[src/rtl/arm_dp_issue.sv]
// arm_dp_issue: issue/retire controller for ARM data-processing instructions.
// Accepts one instruction at a time and evaluates its condition against the
// held NZCV flags. A passing instruction drives the ALU for one cycle, then
// retires with a writeback strobe. A failing instruction retires as a no-op
// and bumps the skip counter.
module arm_dp_issue #(
    parameter int         CNT_W      = 16,
    parameter logic [3:0] INIT_FLAGS = 4'b0000
) (
    input  logic             clk,
    input  logic             rst_n,
    input  logic             in_valid,
    output logic             in_ready,
    input  logic [31:0]      instr,
    output logic [4:0]       alu_sel,
    output logic             alu_cin,
    output logic [3:0]       rn_idx,
    output logic [3:0]       rm_idx,
    input  logic             alu_n,
    input  logic             alu_z,
    input  logic             alu_c,
    input  logic             alu_v,
    output logic             wb_en,
    output logic [3:0]       wb_idx,
    output logic             done,
    output logic [3:0]       flags,
    output logic [CNT_W-1:0] skip_count
);

    typedef enum logic [1:0] {IDLE, EXEC, RETIRE, SKIP} state_t;

    state_t      state;
    logic [31:0] ir;          // latched instruction
    logic        cond_pass;
    logic        fn, fz, fc, fv;
    logic [3:0]  op;
    logic        is_cmp;      // TST/TEQ/CMP/CMN: flag-setting, no writeback
    logic        is_arith;    // arithmetic ops update C and V from the ALU
    logic        upd_flags;

    assign {fn, fz, fc, fv} = flags;
    assign op        = ir[24:21];
    assign is_cmp    = (op[3:2] == 2'b10);
    assign is_arith  = (op inside {[4'd2:4'd7], 4'ha, 4'hb});
    assign upd_flags = ir[20] | is_cmp;

    // Condition-field evaluation against the currently held flags
    always_comb begin
        cond_pass = 1'b0;
        case (instr[31:28])
            4'h0: cond_pass = fz;
            4'h1: cond_pass = !fz;
            4'h2: cond_pass = fc;
            4'h3: cond_pass = !fc;
            4'h4: cond_pass = fn;
            4'h5: cond_pass = !fn;
            4'h6: cond_pass = fv;
            4'h7: cond_pass = !fv;
            4'h8: cond_pass = fc & !fz;
            4'h9: cond_pass = !fc | fz;
            4'ha: cond_pass = (fn == fv);
            4'hb: cond_pass = (fn != fv);
            4'hc: cond_pass = !fz & (fn == fv);
            4'hd: cond_pass = fz | (fn != fv);
            4'he: cond_pass = 1'b1;
            default: cond_pass = 1'b0;   // 0xF never executes
        endcase
    end

    // Control FSM with registered outputs; flags commit at the end of EXEC
    always_ff @(posedge clk or negedge rst_n) begin
        if (!rst_n) begin
            state      <= IDLE;
            ir         <= '0;
            in_ready   <= 1'b1;
            alu_sel    <= '0;
            alu_cin    <= 1'b0;
            rn_idx     <= '0;
            rm_idx     <= '0;
            wb_en      <= 1'b0;
            wb_idx     <= '0;
            done       <= 1'b0;
            flags      <= INIT_FLAGS;
            skip_count <= '0;
        end else begin
            case (state)
                IDLE: begin
                    if (in_valid) begin
                        ir       <= instr;
                        in_ready <= 1'b0;
                        if (cond_pass) begin
                            state   <= EXEC;
                            alu_sel <= {1'b0, instr[24:21]};
                            alu_cin <= fc;
                            rn_idx  <= instr[19:16];
                            rm_idx  <= instr[3:0];
                        end else begin
                            state      <= SKIP;
                            done       <= 1'b1;
                            skip_count <= skip_count + CNT_W'(1);
                        end
                    end
                end
                EXEC: begin
                    state  <= RETIRE;
                    done   <= 1'b1;
                    wb_en  <= !is_cmp;
                    wb_idx <= ir[15:12];
                    if (upd_flags) begin
                        if (is_arith) flags <= {alu_n, alu_z, alu_c, alu_v};
                        else          flags <= {alu_n, alu_z, fc, fv};
                    end
                end
                RETIRE, SKIP: begin
                    state    <= IDLE;
                    done     <= 1'b0;
                    wb_en    <= 1'b0;
                    in_ready <= 1'b1;
                end
                default: state <= IDLE;
            endcase
        end
    end

endmodule
[config.mk]
export PLATFORM = sky130hd
export DESIGN_NAME = arm_dp_issue
export DESIGN_NICKNAME = d
export VERILOG_FILES = /design/src/rtl/arm_dp_issue.sv
export SDC_FILE = /design/constraint.sdc
export NUM_CORES = 1
export LEC_CHECK = 0
export CAP_MARGIN = 20
export CORE_MARGIN = 4
export CORE_UTILIZATION = 45
export DETAILED_ROUTE_END_ITERATION = 7
export PLACE_DENSITY = 0.8
export RECOVER_POWER = 50
export SETUP_SLACK_MARGIN = 0.5
export SLEW_MARGIN = 20
export SYNTH_ARGS = -nofsm -noshare
export SYNTH_HDL_FRONTEND = slang
export SYNTH_SLANG_ARGS = --single-unit
[constraint.sdc]
create_clock -name clk -period 2.75 [get_ports clk]
set_input_delay 0.825 -clock clk [delete_from_list [all_inputs] [get_ports clk]]
set_output_delay 0.825 -clock clk [all_outputs]
set_load 0.02 [all_outputs]
---- Word-level counts from Yosys, hierarchy flattened ----
Cells that the tools add are included.
word-level totals
  register bits after elaboration ......... 67
  bits of input ports ..................... 39
  output and inout port bits .............. 41
  word-level logic and storage cells ...... 75
operators by class
  add/subtract/negate cells ............... 1
  order comparisons ....................... 2
  eq/ne operators ......................... 24
  muxes and demuxes ....................... 10
  bitwise operators ....................... 6
  reduce and logical (&&, ||, !) cells .... 19
operator list
  kind                     count
  $eq A4 B4 Y1 const B     9
  $add A16 B1 Y16 const B  1
  $eq A4 B3 Y1 const B     4
  $pmux W1 S15             1
  $reduce_and A3 Y1        3
  $eq A4 B2 Y1 const B     2
  $reduce_and A2 Y1        4
  $eq A2 B2 Y1 const B     3
  $pmux W2 S3              1
  $logic_not A1 Y1         5
  $eq A4 B1 Y1 const B     1
  $ge A4 B2 Y1 const B     1
  $le A4 B3 Y1 const B     1
  $logic_not A4 Y1         1
  $mux W2                  2
  $ne A2 B2 Y1 const B     2
  $pmux W1 S2              2
  $reduce_bool A2 Y1       2
  $mux W1                  3
  $or A1 B1 Y1             3
  $pmux W1 S3              1
  $reduce_bool A3 Y1       1
  $and A1 B1 Y1            2
  $eq A2 B1 Y1 const B     1
  other kinds (6)          6

---- Depth between registers and ports, before layout ----
Gate-level depths: netlist (run 1).
  word-level depth ........................ 6
  depth in mapped cells ................... 8
  gate-level depth less buffers ........... 6

---- Worst setup path before layout (run 1) ----
OpenSTA, ideal clock, no wires.
  kind .................................... input to register
  start point ............................. input instr[30]
  end point ............................... register alu_sel[0]
  setup time .............................. 0.125 ns
  arrival ................................. 2.412 ns
  required time ........................... 2.625 ns
  setup slack ............................. 0.213 ns
  stages .................................. 7
  buffers on the path ..................... 2
  cell sequence ........................... buf_2 > and3b_1 > a22oi_2 > mux2_2 > a31oi_4 > buf_4 > mux2_2
on the way
  longest elaborated chain between the ends .. 3
  elaborated cells on any way between the ends .. 17
  classes of those cells .................. eq/ne: 14; mux: 1; reduce/logical: 2
ends and longest elaborated chain
  item                                  line  RTL
  start, declared                       14    input logic [31:0] instr,
  $eq A4 B4 Y1 (tied with other cells)  50    case (instr[31:28])
  $pmux W1 S15 *                        50
  $reduce_and A3 Y1 (no source line) *  --
  end signal, assigned                  93    alu_sel <= {1'b0, instr[24:21]};
  end, declared                         15    output logic [4:0] alu_sel,
Every way passes the cells marked *; elsewhere a longest branch is shown, timed or not.
A chain may end at the register's enable or synchronous reset.

---- Worst setup path in the final report (run 1) ----
  start point ............................. input instr[31]
  end point ............................... register skip_count[2]
on the way
  longest elaborated chain between the ends .. 4
  elaborated cells on any way between the ends .. 18
  classes of those cells .................. eq/ne: 14; mux: 1; bitwise: 1; reduce/logical: 2
ends and longest elaborated chain
  item                                  line  RTL
  $eq A4 B4 Y1 (tied with other cells)  50
  $pmux W1 S15 *                        50
  $not A1 Y1 (no source line) *         --
  $reduce_and A3 Y1 (no source line) *  --
  end signal, assigned                  100   skip_count <= skip_count + CNT_W'(1);
  end, declared                         27    output logic [CNT_W-1:0] skip_count
Marks and branches as above.

==> results.rst, run 1 <==
.. list-table::
   :header-rows: 1

   * - Metric
     - Value
   * - Number of enable flip-flop cells after synthesis
     - 0
   * - Status
     - finished clean
   * - Startpoint of the worst hold path
     - ir[15]
   * - Largest net degree at the start of global routing
     - 28
   * - Most common cell after layout, fill and taps aside
     - sky130_fd_sc_hd__clkdlybuf4s50_1
   * - Clock network latency to the later pin of the worst-skew pair
     - about 0.30 ns
   * - Highest-count cells in the layout ignoring fill and taps
     - 51 x sky130_fd_sc_hd__clkdlybuf4s50_1, 49 x sky130_fd_sc_hd__dfrtp_1, 45 x sky130_fd_sc_hd__nand2_1, 14 x sky130_fd_sc_hd__xor2_1
   * - IO Count
     - 80
   * - Clock tree from TritonCTS
     - yes
   * - Startpoint type of the worst setup path
     - input pin
   * - Post-route clock period utilization
     - 80.9%
   * - Length of routed wiring on met1
     - 2440 µm
   * - Routed length on met2
     - 2850 µm
   * - Hold Buf Count CTS
     - 0
   * - DP Cell Count
     - 354
   * - Fraction of the yosys area taken by sequential cells
     - 52.5%
   * - Count of nets after finishing
     - 343
   * - Iteration count of the initial detailed-routing pass
     - 4
   * - Net Count, Synth
     - between 200 and 300
   * - Final non-filler cell total
     - around 370
   * - Gp weighted congestion
     - 0.824
   * - Clock buffer depth
     - 2
   * - Global-route usage over all layers
     - 18.1%
   * - Vias in the first global route
     - 1862
   * - Final Worst Setup Slack
     - 0.526 ns
   * - Average cell area after synthesis
     - 11.3 µm²
   * - Count of endpoints failing hold in the final timing report
     - 0
   * - Die extent in y
     - 80.8 µm
   * - Final total negative setup slack
     - 0 ns
   * - DIE AREA
     - 0.00653 mm²
   * - P per Cell Area
     - 955 mW/mm²
   * - Routed Antenna Nets
     - 0
   * - Antenna violations before repair
     - 0
   * - Die W
     - between 80 and 90 µm
   * - Static power due to leakage
     - between 1.5 and 2 nW
   * - Worst vdd rail ir drop
     - 0.596 mV
   * - Global-route wire length before repair
     - 9120 µm
   * - Number of pins exceeding their max-slew limit in the final report
     - 0
   * - Max Clock Freq
     - 450 MHz
   * - Beginning of the critical path
     - instr[31]
   * - Count of routing violations after the opening detailed-route iteration
     - 84
   * - Clk Tree Root Cell
     - sky130_fd_sc_hd__clkbuf_8
   * - Combined area of all synthesized cells
     - about 0.0024 mm²
   * - Worst slew margin relative to its limit
     - 12.0%
   * - Post-CTS clock slew at the launch and capture registers of the worst setup and hold paths
     - 0.09 ns
   * - Reg-to-Reg Start
     - flags[0]
   * - Count of synthesis-stage warnings from yosys
     - 0
   * - DRC violations left
     - 0
   * - Antenna diode count
     - 0
   * - Post-Synthesis Cells
     - 211
   * - Initial cell density of the core
     - a little under half
   * - Highest metal layer with signal wires
     - met4
   * - Max-cap violations
     - 0
   * - Most used DFF post-synth
     - sky130_fd_sc_hd__dfrtp_1
   * - Setup-violating endpoint count in the final report
     - 0
   * - Detail-routed net length per standard cell
     - 15.1 µm
   * - Min-delay worst type
     - reg2reg
   * - Met3 wirelength from detailed routing
     - between 300 and 400 µm
   * - Number of storage elements in the synthesis netlist
     - 50
   * - Cell variety after synth
     - 44
   * - Vias per std cell
     - approximately 5.1
   * - Routed wire length
     - 5640 µm
   * - Number of clock sinks seen by CTS
     - 50
   * - Layout cells sized above 1
     - 26.3%
   * - Area grow syn2layout
     - 52.6%
   * - Total core area
     - 0.00514 mm²
   * - RSZ-0062 raised after global routing
     - no
   * - Total power after layout
     - 3.48 mW
   * - Total number of vias
     - 1893
   * - GR Overflow Total
     - 0
   * - Signal arrival time at the worst endpoint
     - 2.44 ns
   * - Data required time of the worst path
     - 2.97 ns
   * - Clock skew after layout
     - roughly 0.0064 ns
   * - Type of element capturing the critical path
     - register
   * - Number of buffers created by CTS
     - 5
   * - Post-layout minimum cycle time
     - 2.22 ns
   * - Worst-margin pin slew
     - 1.32 ns
   * - Pre-CTS worst setup slack
     - -0.262 ns
   * - Total number of H-tree levels
     - 2
   * - Fraction of registers with async set or reset after synthesis
     - 100%
   * - Post-DP HPWL
     - 3870 µm
   * - Highest fanout seen on the critical path
     - 10
   * - Category of the most critical setup path
     - in2reg
   * - Placement row count
     - 26
   * - Total of buffers placed on input and output ports
     - 67
==> routing by layer <==
metal  track usage (%)  up-vias
met2              30.1       44
met3              5.76        8
met5                 0        -
met1              23.3      939
li1                  -      902
met4              3.38        0
==> synthesized netlist by cell type, types with 2 or more instances <==
library cell,count,area (µm²)
sky130_fd_sc_hd__a211oi_1,2,15.0
sky130_fd_sc_hd__a22oi_2,2,25.0
sky130_fd_sc_hd__and3b_1,2,17.5
sky130_fd_sc_hd__buf_2,3,15.0
sky130_fd_sc_hd__buf_4,2,15.0
sky130_fd_sc_hd__buf_6,2,22.5
sky130_fd_sc_hd__dfrtp_1,49,1230
sky130_fd_sc_hd__inv_1,6,22.5
sky130_fd_sc_hd__mux2_2,18,203
sky130_fd_sc_hd__nand2_1,45,169
sky130_fd_sc_hd__nand2b_1,2,12.5
sky130_fd_sc_hd__nand3_1,6,30.0
sky130_fd_sc_hd__nand3b_1,2,15.0
sky130_fd_sc_hd__nor2_1,10,37.5
sky130_fd_sc_hd__nor2b_1,3,18.8
sky130_fd_sc_hd__nor3_2,5,50.1
sky130_fd_sc_hd__nor3_4,2,32.5
sky130_fd_sc_hd__nor3b_1,2,15.0
sky130_fd_sc_hd__nor4_2,4,50.1
sky130_fd_sc_hd__o21ai_0,2,10.0
sky130_fd_sc_hd__o22ai_1,3,18.8
sky130_fd_sc_hd__or2_2,2,12.5
sky130_fd_sc_hd__xnor2_1,3,26.3
sky130_fd_sc_hd__xor2_1,14,123
==> final cells by class <==
class                      count  area [µm²]
tap                           70        87.6
fill                         395        1500
sequential                    50        1250
clock inverter                 1        5.00
clock buffer                   7        86.3
inverter                       6        22.5
multi-input combinational    146        1210
timing repair buffer          94         975
==> path summary, 6_finish.rpt <==
check / end / slack (ns) / depth (start not counted)
max: skip_count[2] / 0.53 / 10
min: wb_idx[3] / 0.47 / 2
max reg2reg: skip_count[2] / 0.61 / 9
min reg2reg: wb_idx[3] / 0.47 / 2
max in group asynchronous: flags[0] / 0.64 / 2
min in group asynchronous: skip_count[11] / 0.79 / 1
==> registers in the layout, indices dropped and copies added (netlist names) <==
register / flops
alu_sel: 4
rm_idx: 4
in_ready: 1
ir: 8
alu_cin: 1
wb_idx: 4
state: 2
wb_en: 1
rn_idx: 4
done: 1
skip_count: 16
flags: 4
==> kinds of logic (layout without fill, tap and decap cells) <==
kind of cell	after synthesis	after routing	share of synthesized area, %
AO/OA/AOI/OAI	14	14	5.08
XOR/XNOR	17	17	6.24
adder cells (fa/ha/maj)	1	1	0.524
buffers and inverters	15	108	3.46
flip-flops	50	50	52.5
multiplexers	20	20	9.38
other	1	1	0.157
AND/OR/NAND/NOR	93	93	22.7
==> critical path, stage by stage <==
cell and delay [ns]:
sky130_fd_sc_hd__buf_6 0.11, sky130_fd_sc_hd__and4b_1 0.17, sky130_fd_sc_hd__o311ai_2 0.24, sky130_fd_sc_hd__o31a_2 0.23
sky130_fd_sc_hd__buf_6 0.11, sky130_fd_sc_hd__nand3_4 0.10, sky130_fd_sc_hd__buf_12 0.17, sky130_fd_sc_hd__buf_4 0.14
sky130_fd_sc_hd__nor3_4 0.15, sky130_fd_sc_hd__xor2_1 0.18
==> through the flow <==
step                cell area (µm²)  util [%]  hold WS (ns)
floorplan                      2540         -         0.439
global placement               3370      65.6         0.449
detailed placement             3370      65.6         0.455
CTS                            3570      69.5         0.473
global route                   3640      70.9         0.490
finish                         3640      70.9         0.471
==> timing repair <==
action                                  4_1_cts  5_1_grt
pin swaps                                     7        8
gates resized for setup                      27       23
cloned                                        1        1
endpoints found under the setup margin       33       33
buffers inserted                              8        2
==> power by group <==
part	leakage (nW)	internal (mW)	switching [mW]
Sequential	0.611	1.03	0.264
Combinational	1.07	0.922	0.830
Clock	0.0482	0.203	0.230
No activity file was read; power rests on OpenSTA's default activity.
==> inputs of run 2 (changes only) <==
--- a/config.mk
+++ b/config.mk
@@ -7,9 +7,9 @@
 export LEC_CHECK = 0
 export CAP_MARGIN = 20
 export CORE_MARGIN = 4
-export CORE_UTILIZATION = 45
+export CORE_UTILIZATION = 41
 export DETAILED_ROUTE_END_ITERATION = 7
-export PLACE_DENSITY = 0.8
+export PLACE_DENSITY = 0.77
 export RECOVER_POWER = 50
 export SETUP_SLACK_MARGIN = 0.5
 export SLEW_MARGIN = 20
==> constraint.sdc (replaced) <==
create_clock -name clk -period 1.8 [get_ports clk]
set_input_delay 0.54 -clock clk [delete_from_list [all_inputs] [get_ports clk]]
set_output_delay 0.54 -clock clk [all_outputs]
set_load 0.02 [all_outputs]
==> results.rst, run 2 (same netlist as run 1, synthesis figures left out) <==
.. list-table::
   :header-rows: 1

   * - Metric
     - Value
   * - Filler Cell Count
     - 351 (-11%)
   * - Data required time of the worst path
     - 2.00 ns (-0.97 ns)
   * - Slowest CP cell
     - sky130_fd_sc_hd__dfrtp_1
   * - Total number of H-tree levels
     - 2 (unchanged)
   * - Global-route usage over all layers
     - 18.9% (+0.79 points)
   * - Die extent in y
     - 84.3 µm (+4.3%)
   * - Detail-routed net length per standard cell
     - 16.2 µm (+7.7%)
   * - Most common cell after layout, fill and taps aside
     - sky130_fd_sc_hd__buf_6
   * - Relative contribution of the clock network to total power
     - 11.7% (-0.8 points)
   * - RSZ-0062 raised after global routing
     - yes
   * - Number of buffers and inverters on the critical path
     - 1 (-3)
   * - Post-route clock period utilization
     - 112%
   * - Clk Tree Root Cell
     - sky130_fd_sc_hd__clkbuf_8
   * - Category of cells accounting for the largest share of critical-path delay
     - multiplexers
   * - CP Cell Sequence
     - nor2b_1 -> a22oi_2 -> mux2_4 -> a31oi_4 -> clkbuf_16 -> mux2_4
   * - Final total negative setup slack
     - -5.14 ns (-5.14 ns)
   * - Highest-count cells in the layout ignoring fill and taps
     - 60 x sky130_fd_sc_hd__buf_6, 52 x sky130_fd_sc_hd__buf_4, 44 x sky130_fd_sc_hd__dfrtp_1, 25 x sky130_fd_sc_hd__nand2_1, 21 x sky130_fd_sc_hd__clkdlybuf4s50_1
   * - Largest net degree at the start of global routing
     - 20 (-29%)
   * - Post-layout minimum cycle time
     - 2.02 ns
   * - Clock network latency to the later pin of the worst-skew pair
     - 0.30 ns (about the same)
   * - Number of clock sinks seen by CTS
     - 50 (unchanged)
   * - Routed wire length
     - 7050 µm (+25%)
   * - Signal arrival time at the worst endpoint
     - 2.22 ns (-0.22 ns)
   * - Power share of the sequential group
     - 30.0% (-7.2 points)
   * - Power spent charging and discharging nets
     - 2.54 mW (+92%)
   * - Total core area
     - 0.00557 mm² (+8.4%)
   * - Worst-margin pin slew
     - 0.829 ns (-0.490 ns)
   * - Layout cells sized above 1
     - 58.8% (+33 points)
   * - Status
     - finished with violations
   * - Regs by FF count
     - skip_count x16, ir x8
   * - Clock buffer depth
     - 2 (unchanged)
   * - Static power due to leakage
     - 2.14 nW (+24%)
   * - P per Cell Area
     - 1560 mW/mm² (+64%)
   * - Violations in the final reports
     - negative setup slack
   * - Die W
     - 84.3 µm (+4.3%)
   * - Area grow syn2layout
     - 84.9%
   * - Hold slack final
     - 0.300 ns (-0.170 ns)
   * - Vias per std cell
     - 4.95 (-2.2%)
   * - Initial cell density of the core
     - 42.8% (-3.6 points)
   * - Routed Antenna Nets
     - 0 (unchanged)
   * - Largest stage delay on the critical path
     - 0.44 ns (+0.20 ns)
   * - Total of buffers placed on input and output ports
     - 67 (unchanged)
   * - Category of the most critical setup path
     - reg2reg
   * - Clock skew after layout
     - 0.00928 ns (+0.00285 ns)
   * - Highest fanout seen on the critical path
     - 6 (-4)
   * - Share of the core filled with cells in the final layout
     - 79.2% (+8.3 points)
   * - Post-DP HPWL
     - 4410 µm (+14%)
   * - Worst vdd rail ir drop
     - 0.852 mV (+43%)
   * - Final Worst Setup Slack
     - -0.219 ns (-0.745 ns)
   * - Gp weighted congestion
     - 0.767 (-6.9%)
   * - Number of buffers created by CTS
     - 5 (unchanged)
   * - GR Overflow Total
     - 0 (unchanged)
   * - Worst slew margin relative to its limit
     - 44.7% (+33 points)
   * - Fraction of power spent switching nets
     - 36.8% (-1.2 points)
   * - Global-route wire length before repair
     - 10800 µm (+18%)
   * - Startpoint type of the worst setup path
     - register
   * - Post-CTS clock slew at the launch and capture registers of the worst setup and hold paths
     - 0.10 ns (about the same)
   * - Number of pins exceeding their max-slew limit in the final report
     - 0 (unchanged)
   * - Combinational share of power
     - 58.3% (+8.0 points)
   * - Vias in the first global route
     - 2203 (+18%)
   * - Antenna violations before repair
     - 0 (unchanged)
   * - Count of nets after finishing
     - 401 (+17%)
   * - DRC violations left
     - 0 (unchanged)
   * - Max-cap violations
     - 0 (unchanged)
   * - Clock tree from TritonCTS
     - yes
   * - IO Count
     - 80 (unchanged)
   * - Count of routing violations after the opening detailed-route iteration
     - 57 (-32%)
   * - Antenna diode count
     - 0 (unchanged)
   * - Critical path's most frequent cell
     - sky130_fd_sc_hd__mux2_4
   * - Total number of vias
     - 2149 (+14%)
   * - Max Clock Freq
     - 495 MHz
   * - Flip-flop count of the largest register after layout
     - 16 (unchanged)
   * - Type of element capturing the critical path
     - register
   * - Placement row count
     - 27 (+3.8%)
   * - DIE AREA
     - 0.00711 mm² (+8.8%)
   * - Min-delay worst type
     - in2async
   * - Iteration count of the initial detailed-routing pass
     - 4 (unchanged)
   * - Internal cell power
     - 4.36 mW (+100%)
   * - Register bank with the most flops
     - skip_count
   * - Setup-violating endpoint count in the final report
     - 31 (+31)
   * - Count of endpoints failing hold in the final timing report
     - 0 (unchanged)
run 2: cell count changes in the layout (fill, tap and decap cells not counted), sizes merged:
cell | previous run | this run
clkinv | 1 | 2
clkdlybuf4s25 | 0 | 1
clkdlybuf4s50 | 51 | 21
clkdlybuf4s15 | 0 | 2
dlymetal6s2s | 7 | 0
bufinv | 0 | 1
clkbuf | 13 | 12
buf | 27 | 120
dlygate4sd2 | 3 | 1
run 2: worst reg2reg max path: cells and delay by family, from the launching register on:
family / cells / cell delay, ns
AO/OA/AOI/OAI: 2 / 0.46
multiplexers: 2 / 0.63
AND/OR/NAND/NOR: 1 / 0.18
flip-flops: 1 / 0.44
buffers and inverters: 1 / 0.21
run 2: power by group through the flow:
stage | registers (mW) | clock network (mW) | logic [mW]
after detailed placement | 1.97 | 0 | 2.79
final | 2.07 | 0.809 | 4.02
after global routing | 2.14 | 0.869 | 4.27
after global placement | 1.95 | 0 | 2.73
after floorplan | 2.34 | 0 | 1.20
after CTS | 2.02 | 0.819 | 3.48
run 2: path summary, 6_finish.rpt:
path,start,depth (start not counted),slack [ns],end
setup / recovery,flags[1],6,-0.22,rn_idx[2]
hold / removal,rst_n,1,0.30,skip_count[6]
setup reg to reg,flags[1],6,-0.22,rn_idx[2]
hold reg to reg,ir[13],2,0.49,ir[13]
max in group asynchronous,rst_n,2,0.52,ir[23]
min in group clk,ir[13],2,0.49,ir[13]
run 2: per-stage QoR:
| stage | worst slack [ns] | power, mW | cells | cell area (µm²) |
|---|---|---|---|---|
| after floorplan | -0.333 | 3.54 | 211 | 2640 |
| after global placement | -0.837 | 4.68 | 373 | 3550 |
| after detailed placement | -0.944 | 4.76 | 373 | 3550 |
| after CTS | -0.263 | 6.32 | 413 | 4090 |
| after global routing | -0.322 | 7.28 | 434 | 4410 |
| final | -0.219 | 6.90 | 434 | 4410 |
run 2: cell type report:
| type | instances | area [µm²] | share of cell area [%] |
|---|---|---|---|
| repair buffers | 152 | 1520 | 34.5 |
| multi-input cells | 146 | 1400 | 31.6 |
| flip-flops and latches | 50 | 1260 | 28.5 |
| well taps | 72 | 90.1 | 2.04 |
| clock buffers | 5 | 68.8 | 1.56 |
| clock inverters | 3 | 43.8 | 0.992 |
| inverters | 6 | 35.0 | 0.794 |
run 2: what timing repair did:
| item | 4_1_cts | 5_1_grt |
|---|---|---|
| setup buffers | 31 | 20 |
| setup endpoints to repair | 85 | 83 |
| hold endpoints to repair | 0 | 0 |
| gates resized for setup | 290 | 43 |
| pin swaps | 23 | 23 |
| gates cloned | 1 | 1 |
| hold buffers | 0 | 0 |
run 2: metal layers:
metal / wire [µm] / part of all wire [%] / global-route usage, %
met1: 2910 / 41 / 24.5
met2: 3750 / 53 / 33.1
met3: 267 / 3.8 / 3.43
met4: 119 / 1.7 / 3.51
met5: 0 / 0 / 0
